<file path="src/rtl/key_entry_if.sv">
// Word hand-off bus between key_entry (master) and the control unit (slave).
interface key_entry_if #(
  parameter int DIGITS = 4
) ();
  localparam int W  = 4 * DIGITS;
  localparam int CW = $clog2(DIGITS + 1);

  // Handshake: the master raises word_valid with word_data stable and holds both
  // until a rising clk edge sees word_valid && word_ready; that edge completes the
  // transfer. word_ready while word_valid is low has no effect.
  logic [W-1:0]  word_data;
  logic          word_valid;
  logic          word_ready;
  logic [CW-1:0] digit_cnt;

  modport master (
    output word_data,
    output word_valid,
    output digit_cnt,
    input  word_ready
  );

  modport slave (
    input  word_data,
    input  word_valid,
    input  digit_cnt,
    output word_ready
  );
endinterface

</file>
<file path="src/rtl/key_entry.sv">
// Keypad digit capture: syncs KP/KB, queues one digit per keypress, assembles words.
// Optional sticky overflow flag key_ovf enabled by defining KEY_ENTRY_OVF_EN.
module key_entry #(
  parameter int DIGITS     = 4,
  parameter int SETTLE     = 4,
  parameter int FIFO_DEPTH = 4
) (
  input  logic        clk,
  input  logic        rst_n,
  input  logic        KP,
  input  logic [3:0]  KB,
  input  logic        clr,
  key_entry_if.master kbus,
`ifdef KEY_ENTRY_OVF_EN
  output logic        key_ovf,
`endif
  output logic        dbg_state
);
  localparam int W  = 4 * DIGITS;
  localparam int CW = $clog2(DIGITS + 1);
  localparam int AW = $clog2(FIFO_DEPTH);
  localparam logic [3:0]    SETTLE_LD = 4'(SETTLE);
  localparam logic [AW:0]   FIFO_FULL = (AW + 1)'(FIFO_DEPTH);
  localparam logic [CW-1:0] LAST_CNT  = CW'(DIGITS - 1);

  typedef enum logic {
    S_IDLE = 1'b0,
    S_WAIT = 1'b1
  } cap_state_e;

  logic       kp_meta, kp_s, kp_d;
  logic [3:0] kb_meta, kb_s;
  logic       kp_evt;

  cap_state_e state_q, state_d;
  logic [3:0] settle_q, settle_d;
  logic       push;

  logic [3:0]    mem [FIFO_DEPTH];
  logic [AW-1:0] wr_ptr, rd_ptr;
  logic [AW:0]   fifo_cnt;
  logic          fifo_full, fifo_empty;
  logic          pop, push_ok;

  logic [W-1:0]  word_q;
  logic [CW-1:0] cnt_q;
  logic          valid_q;

  // Synchronisers are deliberately untouched by clr so clearing never fakes an event.
  always_ff @(posedge clk or negedge rst_n) begin
    if (!rst_n) begin
      kp_meta <= 1'b0;
      kp_s    <= 1'b0;
      kp_d    <= 1'b0;
      kb_meta <= 4'h0;
      kb_s    <= 4'h0;
    end else begin
      kp_meta <= KP;
      kp_s    <= kp_meta;
      kp_d    <= kp_s;
      kb_meta <= KB;
      kb_s    <= kb_meta;
    end
  end

  assign kp_evt = kp_s ^ kp_d;

  always_ff @(posedge clk or negedge rst_n) begin
    if (!rst_n) begin
      state_q  <= S_IDLE;
      settle_q <= 4'h0;
    end else if (clr) begin
      state_q  <= S_IDLE;
      settle_q <= 4'h0;
    end else begin
      state_q  <= state_d;
      settle_q <= settle_d;
    end
  end

  // Events seen while waiting are dropped: keypad frames are far apart.
  always_comb begin
    state_d  = state_q;
    settle_d = settle_q;
    case (state_q)
      S_IDLE: begin
        if (kp_evt) begin
          state_d  = S_WAIT;
          settle_d = SETTLE_LD;
        end
      end
      S_WAIT: begin
        if (settle_q == 4'h0) state_d = S_IDLE;
        else                  settle_d = settle_q - 4'h1;
      end
      default: state_d = S_IDLE;
    endcase
  end

  always_comb begin
    push      = (state_q == S_WAIT) && (settle_q == 4'h0);
    dbg_state = (state_q == S_WAIT);
  end

  assign fifo_full  = (fifo_cnt == FIFO_FULL);
  assign fifo_empty = (fifo_cnt == '0);
  assign pop        = !fifo_empty && !valid_q;
  // A full FIFO still takes the digit when a slot frees up in the same cycle.
  assign push_ok    = push && (!fifo_full || pop);

  always_ff @(posedge clk) begin
    if (push_ok) mem[wr_ptr] <= kb_s;
  end

  always_ff @(posedge clk or negedge rst_n) begin
    if (!rst_n) begin
      wr_ptr   <= '0;
      rd_ptr   <= '0;
      fifo_cnt <= '0;
    end else if (clr) begin
      wr_ptr   <= '0;
      rd_ptr   <= '0;
      fifo_cnt <= '0;
    end else begin
      if (push_ok) wr_ptr <= wr_ptr + 1'b1;
      if (pop)     rd_ptr <= rd_ptr + 1'b1;
      case ({push_ok, pop})
        2'b10:   fifo_cnt <= fifo_cnt + 1'b1;
        2'b01:   fifo_cnt <= fifo_cnt - 1'b1;
        default: fifo_cnt <= fifo_cnt;
      endcase
    end
  end

  always_ff @(posedge clk or negedge rst_n) begin
    if (!rst_n) begin
      word_q  <= '0;
      cnt_q   <= '0;
      valid_q <= 1'b0;
    end else if (clr) begin
      word_q  <= '0;
      cnt_q   <= '0;
      valid_q <= 1'b0;
    end else if (valid_q && kbus.word_ready) begin
      word_q  <= '0;
      cnt_q   <= '0;
      valid_q <= 1'b0;
    end else if (pop) begin
      word_q <= {word_q[W-5:0], mem[rd_ptr]};
      cnt_q  <= cnt_q + 1'b1;
      if (cnt_q == LAST_CNT) valid_q <= 1'b1;
    end
  end

`ifdef KEY_ENTRY_OVF_EN
  always_ff @(posedge clk or negedge rst_n) begin
    if (!rst_n)                      key_ovf <= 1'b0;
    else if (clr)                    key_ovf <= 1'b0;
    else if (push && fifo_full && !pop) key_ovf <= 1'b1;
  end
`endif

  assign kbus.word_data  = word_q;
  assign kbus.word_valid = valid_q;
  assign kbus.digit_cnt  = cnt_q;
endmodule

</file>
<file path="src/flat_wrapper.sv">
// flat-port wrapper written by rule: the top's interface ports become plain ports
module key_entry_flat 
#(
  parameter int DIGITS     = 4,
  parameter int SETTLE     = 4,
  parameter int FIFO_DEPTH = 4
)
  (clk, rst_n, KP, KB, clr, dbg_state, kbus_word_data, kbus_word_valid, kbus_digit_cnt, kbus_word_ready);
  key_entry_if #(.DIGITS(DIGITS)) kbus_i ();
  input  logic clk;
  input  logic rst_n;
  input  logic KP;
  input  logic [3:0] KB;
  input  logic clr;
  output logic dbg_state;
  output wire logic [$bits(kbus_i.word_data)-1:0] kbus_word_data;
  output wire logic [$bits(kbus_i.word_valid)-1:0] kbus_word_valid;
  output wire logic [$bits(kbus_i.digit_cnt)-1:0] kbus_digit_cnt;
  input wire logic [$bits(kbus_i.word_ready)-1:0] kbus_word_ready;
  assign kbus_word_data = kbus_i.word_data;
  assign kbus_word_valid = kbus_i.word_valid;
  assign kbus_digit_cnt = kbus_i.digit_cnt;
  assign kbus_i.word_ready = kbus_word_ready;
  key_entry #(.DIGITS(DIGITS), .SETTLE(SETTLE), .FIFO_DEPTH(FIFO_DEPTH)) u_core (.clk(clk), .rst_n(rst_n), .KP(KP), .KB(KB), .clr(clr), .kbus(kbus_i), .dbg_state(dbg_state));
endmodule
</file>
<file path="config.mk">
export PLATFORM = sky130hd
export DESIGN_NAME = key_entry_flat
export DESIGN_NICKNAME = d
export VERILOG_FILES = /design/src/rtl/key_entry_if.sv /design/src/rtl/key_entry.sv /design/src/flat_wrapper.sv
export SDC_FILE = /design/constraint.sdc
export NUM_CORES = 1
export LEC_CHECK = 0
export BUFFER_PORTS_ARGS = -buffer_cell sky130_fd_sc_hd__buf_2
export CAP_MARGIN = 20
export CORE_MARGIN = 2
export CORE_UTILIZATION = 57
export DETAILED_ROUTE_END_ITERATION = 10
export PLACE_DENSITY_LB_ADDON = 0.2
export SETUP_SLACK_MARGIN = 0.5
export SLEW_MARGIN = 20
export SYNTH_ARGS = -nofsm -noshare
export SYNTH_HDL_FRONTEND = slang
export SYNTH_SLANG_ARGS = --single-unit
</file>
<file path="constraint.sdc">
create_clock -name clk -period 2.3 [get_ports clk]
set_input_delay 0.23 -clock clk [delete_from_list [all_inputs] [get_ports clk]]
set_output_delay 0.23 -clock clk [all_outputs]
set_load 0.01 [all_outputs]
</file>
# Word level (Yosys, flattened, before mapping)

Memory sizes are Yosys's and may differ from the RTL's.
Cells that the tools add are included.
Widths: inputs -> output; s select.

Flip-flop bits (word level): 43
RAM bits: 16
Input bits: 9
Output and inout bits: 21
Word-level logic and storage cells: 71
Memories: 1

$add $sub $neg: 6
Equality and inequality tests: 6
Muxes and demuxes: 26
Bitwise logic cells: 2
Reduce and logical (&&, ||, !) cells: 17

Memory list:

| memory     | depth | width | rd ports | clocked after Yosys merged registers in | write ports | line            | source |
|---|---|---|---|---|---|---|---|
| u_core.mem | 4     | 4     | 1        | 0                                       | 1           | key_entry.sv:39 | `logic [3:0] mem [FIFO_DEPTH];` |

Operator list:

| cell                | number |
|---|---|
| $mux 16             | 3 |
| $mux 3              | 4 |
| $mux 4              | 3 |
| $mux 1              | 9 |
| $reduce_bool 3->1   | 3 |
| $mux 2              | 4 |
| $pmux 4 s2          | 1 |
| $add 3x1->3 const B | 2 |
| $pmux 3 s2          | 1 |
| $add 2x1->2 const B | 2 |
| $logic_and 1x1->1   | 4 |
| $logic_not 4->1     | 1 |
| $reduce_and 2->1    | 2 |
| $reduce_bool 2->1   | 2 |
| $sub 4x1->4 const B | 1 |
| $eq 3x2->1 const B  | 1 |
| $eq 3x3->1 const B  | 1 |
| $logic_not 1->1     | 3 |
| $logic_not 3->1     | 1 |
| $ne 3x2->1 const B  | 1 |
| $ne 3x3->1 const B  | 1 |
| $sub 3x1->3 const B | 1 |
| $eq 2x1->1 const B  | 1 |
| $eq 2x2->1 const B  | 1 |
| other kinds (4)     | 4 |

# Logic depth before layout (Yosys ltp)

Depth in word-level cells: 8
Depth in mapped cells: 8
Depth with buffers taken out: 8

# Worst setup path after synthesis

Ideal clock, no wire load.

Path type: register to register
Start: register u_core.settle_q[0]
End: register u_core.fifo_cnt[2]
Library setup time: 130 ps
Arrival: 1869 ps
Required time: 2170 ps
Setup slack: 301 ps
Cell stages (with the launch flop): 9
Path buffers: 0
Clock period less this slack: 1999 ps
Path through: dfrtp_1 inv_1 ha_1 and4bb_2 nor3_1 fa_1 or3_1 nand3_1 a31oi_1

Longest elaborated chain between the ends: 6
Elaborated cells on any way between the ends: 8
Classes of those cells: 2 x eq/ne; 2 x mux; 4 x reduce/logical

Ends and longest elaborated chain:

| element                                  | line             | source |
|---|---|---|
| start, declared                          | key_entry.sv:36  | `logic [3:0] settle_q, settle_d;` |
| start signal, assigned                   | key_entry.sv:77  | `settle_q <= settle_d;` |
| $logic_not 4->1 (*)                      | key_entry.sv:101 | `push = (state_q == S_WAIT) && (settle_q == 4'h0);` |
| $logic_and 1x1->1 (*)                    | key_entry.sv:101 |  |
| $logic_and 1x1->1 (*)                    | key_entry.sv:109 | `assign push_ok = push && (!fifo_full \|\| pop);` |
| $eq 2x1->1 or $eq 2x2->1 (tied branches) | key_entry.sv:127 | `case ({push_ok, pop})` |
| $pmux 3 s2                               | key_entry.sv:127 |  |
| $mux 3                                   | key_entry.sv:120 | `end else if (clr) begin` |
| end signal, assigned                     | key_entry.sv:128 | `2'b10: fifo_cnt <= fifo_cnt + 1'b1;` |
| end signal, assigned                     | key_entry.sv:129 | `2'b01: fifo_cnt <= fifo_cnt - 1'b1;` |
| end signal, assigned                     | key_entry.sv:130 | `default: fifo_cnt <= fifo_cnt;` |
| end, declared                            | key_entry.sv:41  | `logic [AW:0] fifo_cnt;` |

Every way passes the cells marked *; elsewhere a longest branch is shown, timed or not.
A chain may end at the register's enable or synchronous reset.

# Worst setup path in the final report

Start: register u_core.settle_q[1]
End: register u_core.fifo_cnt[2]

Same word-level chain as after synthesis.

==> flow_summary.yaml <==
worst_hold_path:
  worstHoldPathType: "input port to async pin"
global_route:
  grt_first_pass_wirelength_um: 6800
  overflow: 0
  antenna_found_initial: 0
  grt_use_total: 0.184
  grt_pass1_vias: 1444
  grt_max_degree: 44
route:
  vias: 1522
  dr.pass1.iters: 4
  ant_nets: 0
  drt-initial-drc-count: 105
  wl_per_cell_um: 15.7
  drc_errors: 0
  vias_per_cell: 5.58
  routed_wl_um: 4280
timing:
  fin_tns_setup_ps: 0
  rsz0062_at_grt: "true"
  final.setup.worst_slack_ps: 290
  fmax_mhz: 498
  drv_slew: 0
  fin_crit_sh: 0.874
  setup_viol: 0
  worst_pin_slew_ps: 938
  post-route-min-period_ps: 2010
  skew_ps: 7.32
  relSlewSlack: 0.375
  finalHoldViolations: 0
logic_synthesis:
  synthCells: 166
  synth-edff-count: 16
  ys_ff_latch: 59
  synth_nets: 184
  seq_area_frac_synth: 0.637
  synthesis.area_um2: 2440
  synth.distinct_cells: 42
  yosysWarnings: 0
  syn_avg_cell_area_um2: 14.7
  synthArstFlopShare: 0.729
  synth_top_flop_cell: "dfrtp_1"
pwr:
  p_sw_mw: 1.08
  ir_drop_mv: 0.609
  seq_power_share: 0.424
  p_leak_nw: 1.36
  switching_share: 0.329
  intPower_mw: 2.20
  comb_power_share: 0.326
  pwr-share-clk: 0.251
  p_per_area_nw_per_um2: 1090
placement:
  pre_cts_slack_ps: 251
  gp_congestion: 0.765
  hpwl_um: 2740
  io_buffers: 29
worst_setup_path:
  cp-start-kind: "flop"
  crit_type: "flop to flop"
  r2r-start: "u_core.settle_q[1]"
  cp-end-kind: "flop"
  cp.arrival_ps: 2200
  cp.required_ps: 2490
  r2r_slack_ps: 290
  critical_path_peak_fanout: 5
  r2r_end: "u_core.fifo_cnt[2]"
  worstRegToRegCells: 8
clock_tree:
  cts_made_buffers: 9
  clock-root-buffer: "clkbuf_8"
  htree_num_levels: 3
  clk_latency_ps: 330
  clkSlewWorstSetupHoldPaths_ps: 70
  cts_tree: "yes"
  cts_sinks: 59
  clock_path_buffers: 2
final_layout:
  fill_cells: 243
  layout_commonest_cell: "dfrtp_1"
  drive_gt1_frac: 0.372
  layout_common_cells: "dfrtp_1 (43), buf_2 (29), a22o_1 (18), edfxtp_1 (16)"
  diodes: 0
  area_growth_syn_to_layout_pct: 22.9
  fin_nets: 236
floorplan:
  die_x_um: 69.5
  io_pins: 30
  die_y_um: 69.5
  dieArea_um2: 4820
  core.rowCount: 23
  coreArea_um2: 4060
  start_util: 0.602
run_status:
  outcome: "completed"
run:
  maxCapViolCount: 0
[cell type report]
| type | count | area [um^2] | area share |
|---|---|---|---|
| flip-flops and latches | 59 | 1560 | 0.519 |
| multi-input cells | 93 | 862 | 0.287 |
| repair buffers | 48 | 317 | 0.105 |
| clock buffers | 11 | 141 | 0.0471 |
| well taps | 50 | 62.6 | 0.0208 |
| clock inverters | 5 | 36.3 | 0.0121 |
| inverters | 7 | 26.3 | 0.00875 |
[cell usage after synthesis, drive strengths merged, types with 3 or more instances]
| cell | n | area (um^2) |
|---|---|---|
| dfrtp | 43 | 1080 |
| a22o | 18 | 158 |
| edfxtp | 16 | 480 |
| nor2 | 13 | 51.3 |
| ha | 8 | 100 |
| inv | 7 | 26.3 |
| a21oi | 6 | 41.3 |
| and2 | 5 | 36.3 |
| buf | 4 | 37.5 |
| mux4 | 4 | 90.1 |
| nor3 | 4 | 30.0 |
| xnor2 | 4 | 35.0 |
| a31oi | 3 | 33.8 |
| clkbuf | 3 | 21.3 |
| mux2 | 3 | 33.8 |
| nand2 | 3 | 11.3 |
[sequential cells by signal, summed over array words and instances (netlist names)]
| name | flops |
|---|---|
| u_core.kp_d | 1 |
| u_core.kp_meta | 1 |
| u_core.rd_ptr | 2 |
| u_core.kb_s | 4 |
| u_core.fifo_cnt | 3 |
| u_core.settle_q | 4 |
| u_core.kp_s | 1 |
| u_core.kbus.digit_cnt | 3 |
| u_core.wr_ptr | 2 |
| u_core.kbus.word_valid | 1 |
| u_core.kb_meta | 4 |
| u_core.dbg_state | 1 |
| u_core.kbus.word_data | 16 |
| u_core.mem | 16 |
[metrics by stage]
step	util	hold slack (ps)	std cells	area, um^2	power, mW
2_1_floorplan	-	-65.6	166	2460	2.02
3_3_place_gp	0.645	332	239	2620	2.16
3_5_place_dp	0.645	337	239	2620	2.22
4_1_cts	0.708	1.20	264	2870	3.12
5_1_grt	0.740	115	273	3000	3.45
6_report	0.740	34.1	273	3000	3.27
[what timing repair did]
| action | in CTS | in global routing |
|---|---|---|
| gates resized for setup | 1 | 10 |
| hold buffers | 3 | 2 |
| endpoints found under the setup margin | 21 | 41 |
| endpoints found under the hold margin | 3 | 2 |
| buffers inserted | 6 | 7 |
| pin swaps | 4 | 7 |
[routing by layer]
layer  wire length [um]  track usage  up-vias
met5                  0            0        -
met4                 66       0.0850        0
met3                174       0.0567        8
met2               2190        0.292       31
met1               1850        0.235      775
li1                   -            -      708
[critical path: stages (launching register included)]
cell and delay, ps:
dfrtp_1 390, inv_2 80, ha_4 130, and4bb_2 290
nor3_4 60, fa_2 410, or3_1 320, nand3_1 100
a31oi_1 90
[logic make-up (layout without fill, tap and decap cells)]
family / after synthesis / in the layout / share of synthesized area
flops: 59 / 59 / 0.637
simple gates: 37 / 37 / 0.0897
compound gates: 33 / 33 / 0.112
buf+inv: 14 / 71 / 0.0348
fa+ha+maj: 9 / 9 / 0.0492
mux: 9 / 9 / 0.0589
xor+xnor: 5 / 5 / 0.0179
[worst max path at each step]
stage                             from  cells after the start            endpoint
floorplan           u_core.settle_q[1]                      8  u_core.fifo_cnt[2]
global placement    u_core.settle_q[1]                      8  u_core.fifo_cnt[2]
detailed placement  u_core.settle_q[0]                      8  u_core.fifo_cnt[2]
CTS                 u_core.settle_q[1]                      8  u_core.fifo_cnt[2]
global route        u_core.settle_q[1]                      8  u_core.fifo_cnt[2]
finish              u_core.settle_q[1]                      8  u_core.fifo_cnt[2]
[power groups by stage]
stage          logic (mW)  clock network [mW]  registers, mW
6_report             1.07               0.820           1.39
5_1_grt              1.15               0.889           1.41
4_1_cts             0.897               0.843           1.38
3_5_place_dp        0.827                   0           1.40
3_3_place_gp        0.779                   0           1.38
2_1_floorplan       0.643                   0           1.38
Power figures use the tool's default switching activity.
